--- config.mk ---
export PLATFORM = sky130hd
export DESIGN_NAME = btn_disp_ce
export DESIGN_NICKNAME = d
export VERILOG_FILES = /design/src/rtl/lr3_pkg.sv /design/src/rtl/ce_divider.sv /design/src/rtl/btn_disp_ce.sv
export SDC_FILE = /design/constraint.sdc
export NUM_CORES = 1
export LEC_CHECK = 0
export CORE_MARGIN = 2
export CORE_UTILIZATION = 50
export DETAILED_ROUTE_END_ITERATION = 8
export PLACE_DENSITY = 0.72
export RECOVER_POWER = 50
export SYNTH_ARGS = -nofsm -noshare
export SYNTH_HDL_FRONTEND = slang
export SYNTH_SLANG_ARGS = --single-unit
--- constraint.sdc ---
create_clock -name CLK -period 1.3 [get_ports CLK]
set_input_delay 0.26 -clock CLK [delete_from_list [all_inputs] [get_ports CLK]]
set_output_delay 0.26 -clock CLK [all_outputs]
set_load 0.02 [all_outputs]
--- src/rtl/lr3_pkg.sv ---
// lr3_pkg: debounce FSM state encoding and default timing parameters
package lr3_pkg;
    typedef enum logic [1:0] {IDLE, PRESS_WAIT, PRESSED, RELEASE_WAIT} deb_state_t;
    localparam int DEB_CYCLES_DEF = 500000;
    localparam int DISP_DIV_DEF = 100000;
endpackage

--- src/rtl/ce_divider.sv ---
// ce_divider: free-running modulo-DIV counter with a registered one-cycle CE strobe
module ce_divider
    import lr3_pkg::*;
#(
    parameter int DIV = DISP_DIV_DEF
) (
    input  logic CLK,
    input  logic RST,
    output logic CE
);
    localparam int W = $clog2(DIV);
    logic [W-1:0] cnt;
    logic last;
    assign last = cnt == W'(DIV - 1);
    always_ff @(posedge CLK or negedge RST) begin
        if (!RST) begin
            cnt <= '0;
            CE <= 1'b0;
        end else begin
            cnt <= last ? '0 : cnt + 1'b1;
            CE <= last;
        end
    end
endmodule

--- src/rtl/btn_disp_ce.sv ---
// btn_disp_ce: synchronized, debounced button press strobe plus display scan clock enable
module btn_disp_ce
    import lr3_pkg::*;
#(
    parameter int DEB_CYCLES = DEB_CYCLES_DEF,
    parameter int DISP_DIV = DISP_DIV_DEF
) (
    input  logic CLK,
    input  logic RST,
    input  logic BTN_IN,
    output logic BTN_CE,
    output logic BTN_LVL,
    output logic DISP_CE
);
    localparam int CW = $clog2(DEB_CYCLES + 1);
    localparam logic [CW-1:0] CNT_LAST = CW'(DEB_CYCLES - 1);
    if (DEB_CYCLES < 1 || DISP_DIV < 2) begin : g_bad_params
        $error("btn_disp_ce: DEB_CYCLES must be >= 1 and DISP_DIV >= 2");
    end
    logic [1:0] rst_sync;
    logic rst_i;
    logic [1:0] btn_sync;
    logic sync;
    deb_state_t state, state_n;
    logic [CW-1:0] cnt, cnt_n;
    always_ff @(posedge CLK or negedge RST) begin
        if (!RST) rst_sync <= '0;
        else rst_sync <= {rst_sync[0], 1'b1};
    end
    assign rst_i = rst_sync[1];
    assign sync = btn_sync[1];
    always_ff @(posedge CLK or negedge rst_i) begin
        if (!rst_i) begin
            btn_sync <= '0;
            state <= IDLE;
            cnt <= '0;
            BTN_CE <= 1'b0;
            BTN_LVL <= 1'b0;
        end else begin
            btn_sync <= {btn_sync[0], BTN_IN};
            state <= state_n;
            cnt <= cnt_n;
            BTN_CE <= (state == IDLE || state == PRESS_WAIT) && state_n == PRESSED;
            BTN_LVL <= state_n == PRESSED || state_n == RELEASE_WAIT;
        end
    end
    always_comb begin
        state_n = state;
        cnt_n = cnt;
        case (state)
            IDLE: begin
                if (sync) begin
                    state_n = PRESS_WAIT;
                    cnt_n = '0;
                end
            end
            PRESS_WAIT: begin
                if (!sync) state_n = IDLE;
                else if (cnt == CNT_LAST) state_n = PRESSED;
                else cnt_n = cnt + 1'b1;
            end
            PRESSED: begin
                if (!sync) begin
                    state_n = RELEASE_WAIT;
                    cnt_n = '0;
                end
            end
            RELEASE_WAIT: begin
                if (sync) state_n = PRESSED;
                else if (cnt == CNT_LAST) state_n = IDLE;
                else cnt_n = cnt + 1'b1;
            end
            default: state_n = IDLE;
        endcase
    end
    ce_divider #(.DIV(DISP_DIV)) u_div (
        .CLK(CLK),
        .RST(rst_i),
        .CE(DISP_CE)
    );
endmodule

# After elaboration in Yosys (flattened, before gate mapping)
# Index checks and enable logic that the tools add are counted.
[totals] ff_bits=45 input_bits=3 out_inout_bits=3 elab_cells=40
[op_classes] add_sub_neg=2 eq_ne=11 mux=14 n_reduce_logical=5
[op_table] cell="$mux W19" n=5
[op_table] cell="$pmux W19 S4" n=1
[op_table] cell="$add A19 B1 Y19 const B" n=1
[op_table] cell="$eq A19 B19 Y1 const B" n=1
[op_table] cell="$add A17 B1 Y17 const B" n=1
[op_table] cell="$eq A17 B17 Y1 const B" n=1
[op_table] cell="$mux W17" n=1
[op_table] cell="$mux W2" n=6
[op_table] cell="$eq A2 B2 Y1 const B" n=4
[op_table] cell="$ne A2 B2 Y1 const B" n=4
[op_table] cell="$pmux W2 S4" n=1
[op_table] cell="$reduce_and A4 Y1" n=1
[op_table] cell="$eq A2 B1 Y1 const B" n=1
[op_table] cell="$logic_not A2 Y1" n=1
[op_table] cell="$logic_or A1 B1 Y1" n=2
[op_table] cell="$logic_and A1 B1 Y1" n=1

# Logic depth before layout (Yosys ltp)
[depth] depth_word=6 mapped_depth=7 mapped_depth_nobuf=6

# Hierarchy
# A second synthesis with hierarchy kept.
[unflattened] hier_cells=213 hier_area_um2=2173.3
[by_module_without_submodules] module="btn_disp_ce" n_inst=1 cells_each=138 area_each_um2=1355.0 seq_area_each_um2=650.6
[by_module_without_submodules] module="ce_divider" n_inst=1 cells_each=75 area_each_um2=818.3 seq_area_each_um2=450.4

# Least setup slack after synthesis
# Ideal clock, no wire load.
[synth_path] path_type="register to register" start="register cnt[0]" end="register cnt[7]" setup_ps=110 arrival_ps=1731 t_required_ps=1190 setup_slack_ps=-542 path_stages_with_launch=8 path_buffers=1 period_less_slack_ps=1842 cell_sequence="dfrtp_1 -> ha_1 -> and4_4 -> nand4_1 -> nor2_1 -> or3_1 -> clkbuf_2 -> o41ai_1"
[synth_via] elab_chain_len=4 word_cells_on_any_way=6 classes_between="add/sub: 1; eq/ne: 1; mux: 4"
[synth_lines] item="start: declaration" line_no="btn_disp_ce.sv:25" text="logic [CW-1:0] cnt, cnt_n;"
[synth_lines] item="start signal: assignment" line_no="btn_disp_ce.sv:42" text="cnt <= cnt_n;"
[synth_lines] item="$add A19 B1 Y19 or $eq A19 B19 Y1 (tied branches)"
[synth_lines] item="$mux W19 (*)" line_no="btn_disp_ce.sv:59, btn_disp_ce.sv:70"
[synth_lines] item="$mux W19 (on tied branches)" line_no="btn_disp_ce.sv:69, btn_disp_ce.sv:58"
[synth_lines] item="$pmux W19 S4 (*)" line_no="btn_disp_ce.sv:50" text="case (state)"
# Mark *: on every way between the ends. The rest lies on a longest branch, timed or not. The select of a mux whose other input is x is not followed.
# A chain may end at the register's enable or synchronous reset.

# Worst setup path after layout
[layout_path] start="register u_div.cnt[14]" end="register u_div.cnt[15]"
[layout_via] elab_chain_len=2 word_cells_on_any_way=3 classes_between="add/sub: 1; eq/ne: 1; mux: 1"
[layout_lines] item="start: declaration" line_no="ce_divider.sv:12" text="logic [W-1:0] cnt;"
[layout_lines] item="start signal: assignment" line_no="ce_divider.sv:20" text="cnt <= last ? '0 : cnt + 1'b1;"
[layout_lines] item="$add A17 B1 Y17 or $eq A17 B17 Y1 (tied branches)" line_no="ce_divider.sv:20, ce_divider.sv:14"
[layout_lines] item="$mux W17 (*)" line_no="ce_divider.sv:20"
# Mark *: on every way between the ends. The rest lies on a longest branch, timed or not.

==> summary.md <==
| Metric | Value |
|---|---|
| Status | `complete, but fails checks` |
| Failing checks | `setup timing` |
| Rows | `23` |
| Number of global-route vias before repair | `2060` |
| Clock sinks | `between 40 and 50` |
| Horiz. Die Dim | `69.38 um` |
| Sequential share of the synthesized area | `between 50% and 60%` |
| Clk pin slew, worst setup/hold paths | `80 ps` |
| Hold_buf cts | `0` |
| Seq cells post-synth | `44` |
| Max Slew Vio Count | `0` |
| H-tree levels | `2` |
| Asr flop ratio synth | `100.0%` |
| Antenna fix cells | `0` |
| Largest net degree at the start of global routing | `40` |
| Worst Path Max Fanout | `3` |
| Final Skew | `4.326 ps` |
| Top cell type's share of synthesized area | `51.52%` |
| VDD IR-drop max | `0.5952 mV` |
| Min Clock Period, post-route | `1782 ps` |
| Warnings, synthesis | `0` |
| CTS tree | `yes` |
| Die area | `~4800 sq um` |
| Critical Path RT | `1480 ps` |
| CP endpoint kind | `flop` |
| Syn-to-layout area delta | `50.82%` |
| Area of the core | `between 4000 and 5000 sq um` |
| Worst path cell trace | `or4b_1 > nor4b_2 > and4_4 > nand3b_1 > o21ai_2` |
| Vias/cell | `5.802` |
| Total I/O pin count | `6` |
| Final global-route overflow total | `0` |
| Tcrit/Tclk final | `137.0%` |
| Initial antenna violation count | `0` |
| Yosys top cell by area | `dfrtp_1` |
| RSZ-0062 raised after global routing | `true` |
| CP arrival | `~2000 ps` |
| Drt pass-1 iters | `4` |
| P_leak | `1.521 nW` |
| Mapped Area | `2137 sq um` |
| Pwr dens | `834.9 nW/um^2` |
| ANT nets after route | `0` |
| First-pass GRT wire length | `9.494 mm` |
| Main area contributors after synthesis | `dfrtp_1, o21ai_0, nand2_1` |
| Syn Area/Cell | `9.940 sq um` |
| CTS buffer count | `5` |
| Final wirelength | `6.404 mm` |
| Dominant synthesized flop cell | `dfrtp_1` |
| Clock Root Buffer | `clkbuf_8` |
| Total track usage | `25.12%` |
| Post-synth top cells | `dfrtp_1, nand2_1, nor2_1` |
| Cells after Synth | `215` |
| # nets final | `303` |
| Final hold vios | `0` |
| Initial cell density of the core | `52.67%` |
| Max_cap viols | `0` |
| Post-synth net total | `220` |
| Critical path launch point type | `flop` |
| Total power | `2.691 mW` |
| Final Setup Violations | `35` |
| Kind of critical path | `flop to flop` |
| Final setup margin | `-481.6 ps` |
| Die Y | `69.38 um` |
| Most common cell in the netlist | `dfrtp_1` |
| Final GP Congestion | `0.8435` |
| Slowest stage delay, CP | `530 ps` |
| DP HPWL | `3.288 mm` |
| EDFF count, synth | `0` |
| Netlist cell types | `41` |
| DRT iter0 DRCs | `94` |
| Clk buf depth | `2` |
| Layout cells sized above 1 | `48.49%` |
| Slowest CP cell | `or4b_1` |
| Inst Count DP | `323` |
| Drc violations | `0` |
| Per-cell routed wire length | `18.35 um` |
| Number of port buffers | `5` |
| Via count | `2025` |
| Hold crit path type | `flop to asynchronous set/reset pin` |
| Max frequency | `roughly 0.56 GHz` |
| Fin Setup TNS | `-12490 ps` |
| Worst skew pair latency | `about 290 ps` |
| Post-route insts no fill | `between 300 and 400` |
-- path summary, 6_finish.rpt --
path,cells past startpoint,to,slack [ps],startpoint
setup reg to reg,5,u_div.cnt[15],-480,u_div.cnt[14]
max in group asynchronous,1,cnt[7],770,rst_sync[1]
hold / removal,0,btn_sync[0],80,rst_sync[1]
setup / recovery,5,u_div.cnt[15],-480,u_div.cnt[14]
min in group CLK,0,rst_sync[1],360,rst_sync[0]
hold reg to reg,0,btn_sync[0],80,rst_sync[1]
-- through the flow --
step                utilization [%]  instance area (sq um)  setup slack, ps  hold slack, ps
floorplan                         -                   2182           -387.9          -35.59
global placement              66.54                   2700           -374.9           67.91
detailed placement            66.54                   2700           -463.1           69.16
CTS                           75.08                   3047           -408.0           76.91
global route                  79.43                   3223           -524.1           91.43
finish                        79.43                   3223           -481.6           80.60
-- worst max-delay path, delay by kind of cell, from the launching register on --
family             cells  cell delay, ps
AOI/OAI and AO/OA      1              80
DFF                    1             380
and+or+nand+nor        4            1200
-- cell usage in the layout, fill, tap and decap left out, types with 3 or more instances in the layout --
master / count
a21oi_1: 3
o21ai_2: 10
dfrtp_2: 3
mux2i_1: 6
buf_6: 8
o21ai_1: 7
nor3_1: 6
buf_4: 69
a31oi_1: 4
xor2_1: 7
nand2_1: 15
o31ai_2: 4
clkbuf_8: 7
and3_1: 5
nand4_1: 5
nand3_1: 10
or3_4: 3
nand2_2: 8
nor2_1: 13
nor2_4: 3
dfrtp_1: 41
nor2_2: 5
xnor2_1: 8
-- state kept, by name, summed over array words and instances, names as in the netlist --
register and count:
cnt 19, BTN_CE 1, rst_sync 2, btn_sync 2
u_div.CE 1, u_div.cnt 17, BTN_LVL 1, state 1
-- cell type report --
cell class | instances | area (sq um)
well taps | 50 | 62.56
repair buffers | 83 | 676.9
fillers | 235 | 834.6
flip-flops and latches | 44 | 1105
inverters | 3 | 13.76
multi-input cells | 161 | 1265
clock buffers | 8 | 100.1
-- power by group --
group | switching (mW) | internal (mW) | leakage (nW)
Combinational | 0.170 | 0.156 | 0.883
Sequential | 0.0320 | 1.40 | 0.586
Clock | 0.448 | 0.485 | 0.0515
-- layer usage --
layer | track usage (%) | up-vias | wire, um
met5 | 0 | - | 0
met4 | 11.33 | 0 | 209
met3 | 5.523 | 20 | 213
met2 | 43.80 | 56 | 3395
met1 | 29.50 | 1011 | 2586
li1 | - | 938 | -
-- timing repair --
action	4_1_cts	5_1_grt
setup endpoints to repair	41	38
buffers inserted	13	6
pin swaps	18	17
gates cloned	1	0
resized for setup	45	50
-- logic make-up after synthesis --
kind of cell    share of synthesized area, %
simple gates                           23.36
flops                                  51.52
compound gates                         10.66
xor+xnor                               6.558
buf+inv                                2.751
mux                                    3.806
fa+ha+maj                              1.171
other cells                           0.1755
Note: power is estimated with default switching activity, not from simulation.
